## src/rtl/edge_event_arbiter.sv

```systemverilog
// rtl/edge_event_arbiter.sv - round-robin rising-edge event scheduler (optional EDGE_SYNC_EN input synchronizer)
module edge_event_arbiter #(
    parameter int  N   = 4,
    localparam int IDW = $clog2(N)
) (
    input  logic           clk,
    input  logic           rst_n,
    input  logic [N-1:0]   in,
    input  logic           evt_ready,
    input  logic           ovf_clr,
    output logic           evt_valid,
    output logic [IDW-1:0] evt_id,
    output logic [N-1:0]   pend,
    output logic [N-1:0]   ovf
);

    typedef enum logic {
        IDLE  = 1'b0,
        OFFER = 1'b1
    } state_t;

    state_t         state_q, state_d;
    logic [N-1:0]   edge_src;
    logic [N-1:0]   in_q, in_qq;
    logic [N-1:0]   rise;
    logic [N-1:0]   pend_q, pend_d;
    logic [N-1:0]   ovf_q, ovf_d;
    logic [N-1:0]   acc_vec;
    logic [N-1:0]   cand;
    logic [N-1:0]   one_hot_base;
    logic [IDW-1:0] ptr_q, ptr_d;
    logic [IDW-1:0] id_q, id_d;
    logic [IDW-1:0] id_inc;
    logic           acc;

`ifdef EDGE_SYNC_EN
    logic [N-1:0] sync1_q, sync2_q;

    always_ff @(posedge clk or negedge rst_n) begin
        if (!rst_n) begin
            sync1_q <= '0;
            sync2_q <= '0;
        end else begin
            sync1_q <= in;
            sync2_q <= sync1_q;
        end
    end

    assign edge_src = sync2_q;
`else
    assign edge_src = in;
`endif

    // First index at or after start (wrapping modulo N) whose bit is set in v.
    function automatic logic [IDW-1:0] pick(input logic [N-1:0] v, input logic [IDW-1:0] start);
        logic [IDW-1:0] res;
        logic [IDW-1:0] sel;
        logic           found;
        int             idx;
        res   = start;
        found = 1'b0;
        for (int k = 0; k < N; k++) begin
            idx = int'(start) + k;
            if (idx >= N) begin
                idx = idx - N;
            end
            sel = IDW'(idx);
            if (!found && v[sel]) begin
                res   = sel;
                found = 1'b1;
            end
        end
        return res;
    endfunction

    assign one_hot_base = {{(N-1){1'b0}}, 1'b1};
    assign evt_valid    = (state_q == OFFER);
    assign acc          = evt_valid & evt_ready;
    assign acc_vec      = acc ? (one_hot_base << id_q) : '0;
    assign rise         = in_q & ~in_qq;
    assign id_inc       = (id_q == IDW'(N - 1)) ? '0 : id_q + IDW'(1);

    // A rise on the channel being accepted is a fresh event, not an overflow.
    assign pend_d = rise | (pend_q & ~acc_vec);
    assign ovf_d  = (ovf_q & ~{N{ovf_clr}}) | (rise & pend_q & ~acc_vec);
    assign cand   = pend_d;

    always_comb begin
        state_d = state_q;
        id_d    = id_q;
        ptr_d   = ptr_q;
        case (state_q)
            IDLE: begin
                if (|pend_q) begin
                    state_d = OFFER;
                    id_d    = pick(pend_q, ptr_q);
                end
            end
            OFFER: begin
                if (acc) begin
                    ptr_d = id_inc;
                    if (|cand) begin
                        id_d = pick(cand, id_inc);
                    end else begin
                        state_d = IDLE;
                    end
                end
            end
            default: begin
                state_d = IDLE;
            end
        endcase
    end

    always_ff @(posedge clk or negedge rst_n) begin
        if (!rst_n) begin
            in_q    <= '0;
            in_qq   <= '0;
            pend_q  <= '0;
            ovf_q   <= '0;
            ptr_q   <= '0;
            id_q    <= '0;
            state_q <= IDLE;
        end else begin
            in_q    <= edge_src;
            in_qq   <= in_q;
            pend_q  <= pend_d;
            ovf_q   <= ovf_d;
            ptr_q   <= ptr_d;
            id_q    <= id_d;
            state_q <= state_d;
        end
    end

    assign evt_id = id_q;
    assign pend   = pend_q;
    assign ovf    = ovf_q;

endmodule

```

## config.mk

```make
export PLATFORM = sky130hd
export DESIGN_NAME = edge_event_arbiter
export DESIGN_NICKNAME = d
export VERILOG_FILES = /design/src/rtl/edge_event_arbiter.sv
export SDC_FILE = /design/constraint.sdc
export NUM_CORES = 1
export LEC_CHECK = 0
export ABC_CLOCK_PERIOD_IN_PS = 3350
export BUFFER_PORTS_ARGS = -buffer_cell sky130_fd_sc_hd__buf_4
export CORE_ASPECT_RATIO = 0.5
export CORE_MARGIN = 3
export CORE_UTILIZATION = 30
export CTS_CLUSTER_SIZE = 20
export DETAILED_ROUTE_END_ITERATION = 10
export GPL_TIMING_DRIVEN = 0
export PLACE_DENSITY = 0.51
export SETUP_SLACK_MARGIN = 0.1
export SLEW_MARGIN = 15
export SYNTH_ARGS = -nofsm -noshare
export SYNTH_HDL_FRONTEND = slang
export SYNTH_SLANG_ARGS = --single-unit
```

## constraint.sdc

```tcl
create_clock -name clk -period 3.35 [get_ports clk]
set_input_delay 0.335 -clock clk [delete_from_list [all_inputs] [get_ports clk]]
set_output_delay 0.335 -clock clk [all_outputs]
set_load 0.02 [all_outputs]
```

Yosys cells after proc, flatten, opt, wreduce, memory -nomap -nowiden

Index checks and enable logic that the tools add are counted.

Register bits after elaboration: 21
Word-level logic and storage cells: 154
Output and inout bits: 11

Shift operators: 1
Magnitude comparators: 16
Add/sub/neg operators: 15
Equal/unequal tests: 4
Mux-type cells: 83
Reduce and logical (&&, ||, !) cells: 16
Bitwise operators: 12

Operators with widths:

| cell                  | number |
|---|---|
| $mux W2               | 40 |
| $mux W1               | 32 |
| $lt A2 B3 Y1 const B  | 8 |
| $and A4 B4 Y4         | 5 |
| $ge A3 B3 Y1 const B  | 6 |
| $bmux W1 S2           | 8 |
| $sub A2 B1 Y2 const B | 8 |
| $add A2 B2 Y3 const B | 4 |
| $not A4 Y4            | 3 |
| $or A4 B4 Y4          | 2 |
| $reduce_or A4 Y1      | 2 |
| $add A2 B1 Y3 const B | 2 |
| $ge A2 B3 Y1 const B  | 2 |
| $logic_and A1 B1 Y1   | 6 |
| $logic_not A1 Y1      | 6 |
| $mux W4               | 1 |
| $ne A2 B1 Y1 const B  | 2 |
| $pmux W2 S2           | 1 |
| $shl A1 B2 Y4 const A | 1 |
| $reduce_and A3 Y1     | 1 |
| $add A2 B1 Y2 const B | 1 |
| $eq A2 B2 Y1 const B  | 1 |
| $ne A2 B2 Y1 const B  | 1 |
| $pmux W1 S2           | 1 |
| 3 further kinds       | 3 |

Depth between registers and ports, before layout

Gate-level depths: netlist of the first run.

Depth after elaboration: 33
Gate-level depth with buffers: 9

Worst setup path before layout of the first run

No wires, ideal clock.

Kind: register to register
From: register id_q[0] (netlist: evt_id[0])
To: register id_q[0] (netlist: evt_id[0])
Setup slack: 1.239 ns
Arrival: 2.041 ns
Stages on the path, launching flop included: 10
Library setup time: 0.070 ns
Cells stage by stage: dfrtp_1 inv_1 ha_1 and3_1 o21a_4 inv_4 nor4_4 or4b_4 nor4_2 nand3b_1

Elaborated cells between the ends (all ways): 71
Those cells by class: add/sub: 8; order compare: 4; eq/ne: 2; shift: 1; mux: 45; bitwise: 3; reduce/logical: 8

RTL lines:

| item                          | RTL line | RTL |
|---|---|---|
| start: declaration            | 32       | `logic [IDW-1:0] id_q, id_d;` |
| start signal: assignment      | 130      | `id_q <= id_d;` |
| $shl A1 B2 Y4 (*)             | 79       | `assign acc_vec = acc ? (one_hot_base << id_q) : '0;` |
| $mux W4 (*)                   | 79       |  |
| $not A4 Y4 (*)                | 84       | `assign pend_d = rise \| (pend_q & ~acc_vec);` |
| $and A4 B4 Y4 (*)             | 84       |  |
| $or A4 B4 Y4 (*)              | 84       |  |
| via cand[2]                   | 29       | `logic [N-1:0] cand;` |
| $bmux W1 S2                   | 68       | `if (!found && v[sel]) begin` |
| $mux W1 (implied by the code) | 68       |  |
| [... 14 more ...]             | --       |  |
| $mux W1                       | 100      | `if (acc) begin` |
| $mux W1                       | 92       | `case (state_q)` |
| $logic_not A1 Y1              | 68       |  |
| $logic_and A1 B1 Y1           | 68       |  |
| $mux W2                       | 68       |  |
| $mux W2                       | 102      | `if (\|cand) begin` |
| $mux W2                       | 100      |  |
| $pmux W2 S2                   | 92       |  |

The timed path passes the listed nets; every way through them passes the cells marked *. The select of a mux whose other input is x is not followed.
A chain may end at the register's enable or synchronous reset.

Worst setup path after layout of the first run

From: register id_q[0] (netlist: evt_id[0])
To: register id_q[0] (netlist: evt_id[0])

Longest elaborated chain between the ends: 31
Elaborated cells between the ends (all ways): 71
Those cells by class: add/sub: 8; order compare: 4; eq/ne: 2; shift: 1; mux: 45; bitwise: 3; reduce/logical: 8

Ends and longest elaborated chain:

| item                                          | RTL line | RTL |
|---|---|---|
| $add A2 B1 Y2 or $eq A2 B2 Y1 (tied branches) | 81       | `assign id_inc = (id_q == IDW'(N - 1)) ? '0 : id_q + IDW'(1);` |
| $mux W2                                       | 81       |  |
| $ge A2 B3 Y1 or $sub A2 B1 Y2 (tied branches) | 64, 65   |  |
| $mux W2                                       | 64       | `if (idx >= N) begin` |
| $mux W2                                       | 102      |  |
| $mux W2                                       | 100      |  |
| $mux W2                                       | 92       |  |
| $bmux W1 S2                                   | 68       |  |
| [... 15 more ...]                             | --       |  |
| $mux W1                                       | 100      |  |
| $mux W1                                       | 92       |  |
| $logic_not A1 Y1                              | 68       |  |
| $logic_and A1 B1 Y1                           | 68       |  |
| $mux W2                                       | 68       |  |
| $mux W2                                       | 102      |  |
| $mux W2                                       | 100      |  |
| $pmux W2 S2                                   | 92       |  |

Parallel ways exist; a longest one is shown, timed or not. The select of a mux whose other input is x is not followed.

==> metrics.yaml, run 1 <==
via_count: 890
synth_cell_types: 43
max_slew_margin_pct: 70.16
maxSlewViolCount: 0
yosys_warnings: 0
wl_mm: 2.562
place_ws_ps: 1166
grt_pass1_wl_mm: 4.222
grt_max_degree: 22
h-tree-depth: 1
rows: 15
ant_nets: 0
worst_ep_arrival_time_ps: 2360
wire_per_inst_um: 14.08
drtPass1Iterations: 4
yosysSeqAreaShare_pct: 46.10
vias_per_cell: 4.890
fin_nets: 144
die_width_um: 93.17
drive_gt1_share_pct: 28.24
synth.area.top_cells: "dfrtp_1 46%, ha_1 4.4%, inv_1 3.6%"
syn-cell-area_um2: 1140
finalCriticalPeriod_ps: 2206
port_buffers: 18
power.leakage_nw: 0.6227
fin_ws_ps: 1144
synthCells: 108
end_kind: "register"
globalRoute.totalOverflow: 0
cts-buffers-inserted: 3
post-dp-hpwl_mm: 1.959
hold_violations: 0
ir_drop_mv: 0.1648
fmax_mhz: 453.2
ys_async_sr_fraction_pct: 100.0
antenna_found_initial: 0
stdcell_count: 182
gp_congestion: 0.7708
cp-start-kind: "register"
syn_nets: 120
rsz0062_at_grt: "no"
cp_data_required_time_ps: 3500
outcome: "completed"
syn_area_per_cell_um2: 10.55
cts_buffer_depth: 2
start_util_pct: 32.13
synthTopCellsByCount: "21 x dfrtp_1, 11 x inv_1, 8 x a21oi_1, 5 x nand2_1, 5 x o21ai_0"
die_y_um: 49.59
drtIter0Drc: 66
antenna_cells: 0
cp_max_fo: 6
boundaryPins: 19
clock_skew_ps: 5.356
ys.flop_type: "dfrtp_1"
grt_pass1_vias: 839
timing.final.crit_share_pct: 65.86
syn2layout_area_growth_pct: 22.39
cts.clk_slew.worst_paths_ps: 80
track_usage_pct: 12.20
fin_total_pwr_mw: 1.183
crit_type: "reg2reg"
finalSetupViolCount: 0
drc: 0
clk_latency_ps: 270
cts_tree: "done"
yosysMostFrequentCell: "dfrtp_1"
place_inst: 177
p_per_area_nw_per_um2: 847.9
setup_tns_ps: 0
ys_ff_latch: 21
tightest_slew_ps: 444.9
synth_top_area_share_pct: 46.10
clock-root-buffer: "clkbuf_8"
core_um2: 3547
design.die.area_um2: 4620
synth_top_area_cell: "dfrtp_1"
cts.sinks: 21
synth_edf_count: 0
n_fill_cell: 346
ctsResizeCount: 0
hold_class: "in2reg"
max-cap-violations: 0
sequential cells by signal, summed over array words and instances (netlist names):
| signal | count |
|---|---|
| in_q | 4 |
| in_qq | 4 |
| ovf | 4 |
| pend | 4 |
| evt_id | 2 |
| ptr_q | 2 |
| evt_valid | 1 |
placed cells by master (no fill, tap or decap), drive strengths merged, types with 3 or more instances in the layout:
master  synthesis  routed
clkbuf          2       5
dfrtp          21      21
o21a            3       3
a21oi           8       8
nand2           5       5
buf             0      18
ha              4       4
inv            13      13
o21ai           7       7
o32ai           4       4
nand2b          4       4
and3            3       3
nor2            3       3
worst paths after layout:
check,from,to,slack [ps],cells past startpoint
setup / recovery,evt_id[0]$_DFFE_PN0P_,evt_id[0]$_DFFE_PN0P_,1140,8
hold / removal,in[3],in_q[3]$_DFF_PN0_,170,1
setup reg to reg,evt_id[0]$_DFFE_PN0P_,evt_id[0]$_DFFE_PN0P_,1140,8
hold reg to reg,in_q[3]$_DFF_PN0_,in_qq[3]$_DFF_PN0_,380,0
max in group asynchronous,rst_n,ptr_q[1]$_DFFE_PN0P_,2640,2
min in group asynchronous,rst_n,in_q[2]$_DFF_PN0_,490,2
kinds of logic (layout without fill, tap and decap cells):
group / Yosys count / count (layout) / synth area share (%)
flip-flops: 21 / 21 / 46.10
multiplexers: 2 / 2 / 2.305
buffers and inverters: 15 / 38 / 5.379
adder cells (fa/ha/maj): 4 / 4 / 4.391
AND/OR/NAND/NOR: 32 / 32 / 19.43
AO/OA/AOI/OAI: 34 / 34 / 22.39
metrics by stage:
step	area (µm²)	utilization, %	hold slack (ps)
detailed placement	1339	37.74	241.7
floorplan	1140	-	39.41
global route	1395	39.33	152.0
finish	1395	39.33	167.8
CTS	1395	39.33	161.5
global placement	1339	37.74	238.2
critical path, stage by stage, from the launching register on:
cell      delay (ps)
dfrtp_1          450
inv_1            110
ha_1             200
and3_1           210
o21a_4           230
or3_1            370
a21oi_1          270
nor4_2            70
nand3b_1         160
routing by layer:
metal	vias to the layer above	routed length, µm	share of wire (%)	GRT usage, %
li1	437	-	-	-
met1	415	1262	49	17.60
met2	33	1021	40	16.45
met3	5	240	9.4	4.421
met4	0	37	1.4	4.380
met5	-	0	0	0
layout make-up:
type                    instances  area, µm²  area share, %
clock buffers                   3      41.29          2.960
plain buffers                   2      7.507         0.5381
clock inverters                 1      5.005         0.3587
repair buffers                 19      145.1          10.40
well taps                      51      63.81          4.574
multi-input cells              72      553.0          39.64
inverters                      13      53.80          3.856
flip-flops and latches         21      525.5          37.67
timing repair:
| item | CTS | global route |
|---|---|---|
| hold endpoints to repair | 21 | 0 |
| hold buffers | 1 | 0 |
| setup buffers | 0 | 0 |
power breakdown:
group / internal, mW / switching [mW] / total [mW] / leakage, nW
Clock: 0.0831 / 0.0882 / 0.171 / 0.0255
Combinational: 0.260 / 0.351 / 0.611 / 0.356
Sequential: 0.319 / 0.0809 / 0.400 / 0.242
Total: 0.662 / 0.520 / 1.18 / 0.623
Note: power is estimated with default switching activity, not from simulation.
==> run 2, diff against run 1 <==
--- a/config.mk
+++ b/config.mk
@@ -5,7 +5,8 @@
 export SDC_FILE = /design/constraint.sdc
 export NUM_CORES = 1
 export LEC_CHECK = 0
-export ABC_CLOCK_PERIOD_IN_PS = 3350
+export ABC_AREA = 1
+export ABC_CLOCK_PERIOD_IN_PS = 2100
 export BUFFER_PORTS_ARGS = -buffer_cell sky130_fd_sc_hd__buf_4
 export CORE_ASPECT_RATIO = 0.5
 export CORE_MARGIN = 3
@@ -13,7 +14,7 @@
 export CTS_CLUSTER_SIZE = 20
 export DETAILED_ROUTE_END_ITERATION = 10
 export GPL_TIMING_DRIVEN = 0
-export PLACE_DENSITY = 0.51
+export PLACE_DENSITY = 0.5
 export SETUP_SLACK_MARGIN = 0.1
 export SLEW_MARGIN = 15
 export SYNTH_ARGS = -nofsm -noshare
==> constraint.sdc (replaced) <==
create_clock -name clk -period 2.1 [get_ports clk]
set_input_delay 0.21 -clock clk [delete_from_list [all_inputs] [get_ports clk]]
set_output_delay 0.21 -clock clk [all_outputs]
set_load 0.02 [all_outputs]
==> run 2 against run 1 <==
Synthesized area grew 15%; core utilization is 4.1 points higher; clock skew is 2.2 ps lower; clock-buffer cell count did not move; clock power up 54%; first-iteration DRC count decreased by 50%; critical path depth is 6 higher; critical endpoint is now evt_id[1]$_DFFE_PN0P_.
==> metrics.yaml, run 2 <==
grt_max_degree: 22
synth_cell_types: 24
switching_power_mw: 1.648
gp_congestion: 0.8179
tightest_slew_ps: 270.4
swShare_pct: 50.95
clk_latency_ps: 260
internal_power_mw: 1.587
cp_max_fo: 4
timing.reg2reg.setup_slack_ps: 210
max-cap-violations: 0
cts_buffer_depth: 2
hold_violations: 0
die_width_um: 99.50
synthTopCellsByCount: "59 x nand2_1, 29 x nand3_1, 21 x dfrtp_1, 21 x inv_1, 8 x o21ai_0"
end_kind: "register"
p_per_area_nw_per_um2: 1841
power_frac_seq_pct: 20.2
die_y_um: 52.75
start_util_pct: 32.43
combPwrFrac_pct: 71.7
ys.flop_type: "dfrtp_1"
r2r_end: "evt_id[1]$_DFFE_PN0P_"
grt_pass1_wl_mm: 5.306
ant_nets: 0
clock_skew_ps: 3.205
maxSlewViolCount: 0
finalCriticalPeriod_ps: 1886
design.die.area_um2: 5248
globalRoute.totalOverflow: 0
core_um2: 4044
hold_end: "in_q[3]$_DFF_PN0_"
drc: 0
cts.clk_slew.worst_paths_ps: 80
port_buffers: 18
syn2layout_area_growth_pct: 34.07
antenna_cells: 0
outcome: "completed"
finalSetupViolCount: 0
vias_per_cell: 4.639
ir_drop_mv: 0.5495
rows: 16
ys_ff_latch: 21
ys_async_sr_fraction_pct: 100.0
max_slew_margin_pct: 81.78
drtIter0Drc: 33
timing.final.crit_share_pct: 89.82
synth_edf_count: 0
fin_nets: 222
cts_tree: "done"
cts-buffers-inserted: 3
final_cell_mix: "56 x nand2_1, 22 x buf_4, 19 x inv_1, 19 x dfrtp_1, 17 x nand3_1"
r2r_cells: 14
syn_area_per_cell_um2: 7.285
cp_data_required_time_ps: 2250
fin_ws_ps: 213.8
place_ws_ps: 9.637
yosysMostFrequentCell: "nand2_1"
antenna_found_initial: 0
cp-start-kind: "register"
n_fill_cell: 420
wire_per_inst_um: 12.00
hp-start: "in[3]"
power.leakage_nw: 0.8879
wl_mm: 3.157
drtPass1Iterations: 4
setup_tns_ps: 0
power.share.clock_pct: 8.1
yosysSeqAreaShare_pct: 40.08
cts.sinks: 21
post-dp-hpwl_mm: 2.280
boundaryPins: 19
synthCells: 180
syn-cell-area_um2: 1311
clock-root-buffer: "clkbuf_8"
synth.area.top_cells: "dfrtp_1 40%, nand2_1 17%, nand3_1 11%"
hold_class: "in2reg"
syn_nets: 192
min_path_cells: 1
synth_top_area_share_pct: 40.08
synth_top_area_cell: "dfrtp_1"
crit_type: "reg2reg"
h-tree-depth: 1
rsz0062_at_grt: "no"
fmax_mhz: 530.2
worst_ep_arrival_time_ps: 2040
r2r_start: "evt_id[0]$_DFFE_PN0P_"
track_usage_pct: 12.80
yosys_warnings: 0
drive_gt1_share_pct: 33.01
grt_pass1_vias: 1191
via_count: 1220
mostFrequentLayoutCell: "nand2_1"
-- run 2: layout make-up --
type                       instances  area, µm²  area share, %
clock inverter                     1      5.005         0.2847
multi-input combinational        132      780.7          44.41
clock buffer                       3      41.29          2.349
buffer                             3      30.03          1.708
inverter                          24      95.09          5.409
timing repair buffer              25      210.2          11.96
sequential                        21      528.0          30.04
tap                               54      67.56          3.843
-- run 2: power by group through the flow --
stage	Sequential (mW)	Clock, mW	Combinational (mW)
3_5_place_dp	0.658	0	1.82
5_1_grt	0.673	0.293	2.59
2_1_floorplan	0.716	0	1.32
3_3_place_gp	0.651	0	1.80
4_1_cts	0.641	0.276	1.89
6_report	0.654	0.264	2.32
-- run 2: per-stage QoR --
step           area [µm²]  std cells  power, mW  hold slack [ps]  utilization (%)
2_1_floorplan        1313        180      2.034           -85.59                -
3_3_place_gp         1515        252      2.449            108.2            37.47
3_5_place_dp         1515        252      2.477            110.4            37.47
4_1_cts              1592        258      2.803            45.60            39.36
5_1_grt              1758        263      3.553            39.22            43.47
6_report             1758        263      3.236            54.07            43.47
-- run 2: how the worst max path moves through the flow --
stage                                     start                    end  cells after the start
after detailed placement  evt_id[0]$_DFFE_PN0P_  evt_id[1]$_DFFE_PN0P_                     12
after CTS                 evt_id[0]$_DFFE_PN0P_  evt_id[1]$_DFFE_PN0P_                     12
after floorplan           evt_id[1]$_DFFE_PN0P_  evt_id[1]$_DFFE_PN0P_                     12
after global routing      evt_id[0]$_DFFE_PN0P_  evt_id[1]$_DFFE_PN0P_                     12
final                     evt_id[0]$_DFFE_PN0P_  evt_id[1]$_DFFE_PN0P_                     14
after global placement    evt_id[0]$_DFFE_PN0P_  evt_id[1]$_DFFE_PN0P_                     12
-- run 2: cell families (layout without fill, tap and decap cells) --
group | after synthesis | count (layout) | share of synthesized area (%)
AND/OR/NAND/NOR | 103 | 103 | 34.54
buffers and inverters | 27 | 56 | 9.161
AO/OA/AOI/OAI | 21 | 21 | 9.161
flip-flops | 21 | 21 | 40.08
adder cells (fa/ha/maj) | 4 | 4 | 3.817
XOR/XNOR | 4 | 4 | 3.245
-- run 2: critical path, cell delays in order, from the launching register on --
cell,delay (ps)
dfrtp_2,460
buf_6,140
ha_1,180
nand3_1,90
nand2_2,110
nand3_2,120
nand2_1,60
nand2_1,70
nand2_2,60
nor2_2,130
nand3_2,120
nand2_1,80
nand2_1,60
nand3_2,60
a21oi_2,50
-- run 2: layer usage --
metal / vias up / track usage (%) / wire length, µm
met5: - / 0 / 0
met4: 0 / 2.721 / 25
met3: 2 / 2.390 / 48
met2: 9 / 23.33 / 1604
met1: 574 / 15.97 / 1480
li1: 635 / - / -
-- run 2: what timing repair did --
action,CTS,global route
resized for setup,2,28
pin swaps,0,9
setup endpoints to repair,2,2
setup buffers,1,5
hold endpoints to repair,21,0
hold buffers,1,0
==> run 3, diff against run 2 <==
--- a/config.mk
+++ b/config.mk
@@ -8,13 +8,12 @@
 export ABC_AREA = 1
 export ABC_CLOCK_PERIOD_IN_PS = 2100
 export BUFFER_PORTS_ARGS = -buffer_cell sky130_fd_sc_hd__buf_4
-export CORE_ASPECT_RATIO = 0.5
 export CORE_MARGIN = 3
-export CORE_UTILIZATION = 30
+export CORE_UTILIZATION = 56
 export CTS_CLUSTER_SIZE = 20
 export DETAILED_ROUTE_END_ITERATION = 10
 export GPL_TIMING_DRIVEN = 0
-export PLACE_DENSITY = 0.5
+export PLACE_DENSITY = 0.81
 export SETUP_SLACK_MARGIN = 0.1
 export SLEW_MARGIN = 15
 export SYNTH_ARGS = -nofsm -noshare
==> run 3 against run 2 <==
Fmax shrank 5.1%; sequential cell count is the same; highest routed layer unchanged; largest cell class unchanged; final area shrank 2.1%; critical path depth shrank 1; sequential share of layout area grew 0.66 points; first-iteration DRC count grew 15%; global-route usage grew 8.3 points; worst hold slack lost 53 ps.
==> metrics.yaml, run 3 (synthesis results as in run 2) <==
outcome: "completed"
grt_max_degree: 22
timing.final.crit_share_pct: 94.64
tightest_slew_ps: 284.0
die_width_um: 54.39
cts_tree: "done"
max_slew_margin_pct: 80.87
cts_buffer_depth: 2
cp_data_required_time_ps: 2340
cp_max_fo: 5
antenna_cells: 0
h-tree-depth: 1
max-cap-violations: 0
antenna_found_initial: 0
boundaryPins: 19
clk_latency_ps: 300
wire_per_inst_um: 14.70
cts.sinks: 21
port_buffers: 18
die_y_um: 54.39
post-dp-hpwl_mm: 2.158
rows: 16
final_cell_mix: "55 x nand2_1, 29 x buf_4, 21 x nand3_1"
design.die.area_um2: 2958
crit_buf_inv: 1
n_fill_cell: 142
hold_violations: 0
globalRoute.totalOverflow: 0
mostFrequentLayoutCell: "nand2_1"
maxSlewViolCount: 0
wl_mm: 3.558
syn2layout_area_growth_pct: 31.20
track_usage_pct: 21.10
finalCriticalPeriod_ps: 1987
cts.clk_slew.worst_paths_ps: 120
drc: 0
gp_congestion: 0.8042
cp-start-kind: "register"
via_count: 1332
cpPeakStageDelay_ps: 480
clock_skew_ps: 14.08
grt_pass1_vias: 1048
finalSetupViolCount: 0
start_util_pct: 62.98
crit_path_top_delay_cell: "dfrtp_2"
drive_gt1_share_pct: 32.56
hold_ws_ps: 1.247
crit_type: "reg2reg"
grt_pass1_wl_mm: 4.478
core_um2: 2082
fin_nets: 228
drtPass1Iterations: 4
vias_per_cell: 5.504
ant_nets: 0
end_kind: "register"
crit_family: "simple AND/OR/NAND/NOR gates"
clock-root-buffer: "clkbuf_4"
worstPathCellList: "ha_4 -> nor2_4 -> buf_4 -> nand3_1 -> nand3_1 -> nand2_2 -> nor2_4 -> nand2_1 -> nand2_2 -> nand2_1 -> nand2_1 -> nand3_1 -> a21oi_2"
drtIter0Drc: 38
worst_ep_arrival_time_ps: 2230
fmax_mhz: 503.2
hold_class: "in2reg"
cts-buffers-inserted: 3
run 3: per-layer routing:
metal | global-route usage [%] | vias to the layer above | part of all wire [%]
met1 | 27.38 | 640 | 43
met2 | 36.65 | 35 | 51
met5 | 0 | - | 0
met3 | 4.087 | 8 | 4.5
li1 | - | 649 | -
met4 | 3.734 | 0 | 1.9
run 3: path summary, 6_finish.rpt:
| kind | from | endpoint | slack, ps | depth (start not counted) |
|---|---|---|---|---|
| worst min register to register | in_q[1]$_DFF_PN0_ | in_qq[1]$_DFF_PN0_ | 400 | 0 |
| min in group asynchronous | rst_n | ovf[3]$_DFF_PN0_ | 300 | 2 |
| worst max register to register | evt_id[1]$_DFFE_PN0P_ | evt_id[1]$_DFFE_PN0P_ | 110 | 13 |
| worst min-delay path | in[1] | in_q[1]$_DFF_PN0_ | 1 | 1 |
| max in group asynchronous | rst_n | evt_id[1]$_DFFE_PN0P_ | 1570 | 2 |
| worst max-delay path | evt_id[1]$_DFFE_PN0P_ | evt_id[1]$_DFFE_PN0P_ | 110 | 13 |
run 3: final cells by class:
cell class	count	area [µm²]	area share [%]
Multi-Input combinational cell	132	768.2	44.65
Sequential cell	21	528.0	30.69
Inverter	24	92.59	5.382
Timing Repair Buffer	31	241.5	14.04
Buffer	3	30.03	1.745
Tap cell	27	33.78	1.964
Clock buffer	4	26.28	1.527
run 3: what timing repair did:
action | CTS | global route
pin swaps | 0 | 8
hold buffers | 1 | 1
endpoints found under the hold margin | 21 | 1
gates resized for setup | 2 | 24
setup endpoints to repair | 2 | 2
setup buffers | 1 | 10
run 3: stage by stage:
| stage | util [%] | TNS [ps] | setup WS [ps] | cells | cell area, µm² |
|---|---|---|---|---|---|
| 6_report | 82.63 | 0 | 112.7 | 242 | 1720 |
| 5_1_grt | 82.63 | -44.69 | -31.49 | 242 | 1720 |
| 4_1_cts | 73.86 | 0 | 137.0 | 231 | 1538 |
| 3_5_place_dp | 71.15 | 0 | 37.97 | 225 | 1481 |
| 3_3_place_gp | 71.15 | 0 | 114.5 | 225 | 1481 |
| 2_1_floorplan | - | 0 | 140.2 | 180 | 1313 |
Power of run 3 is not shown: default switching activity piles up to over one toggle a cycle in this logic, so the estimate is an artifact.
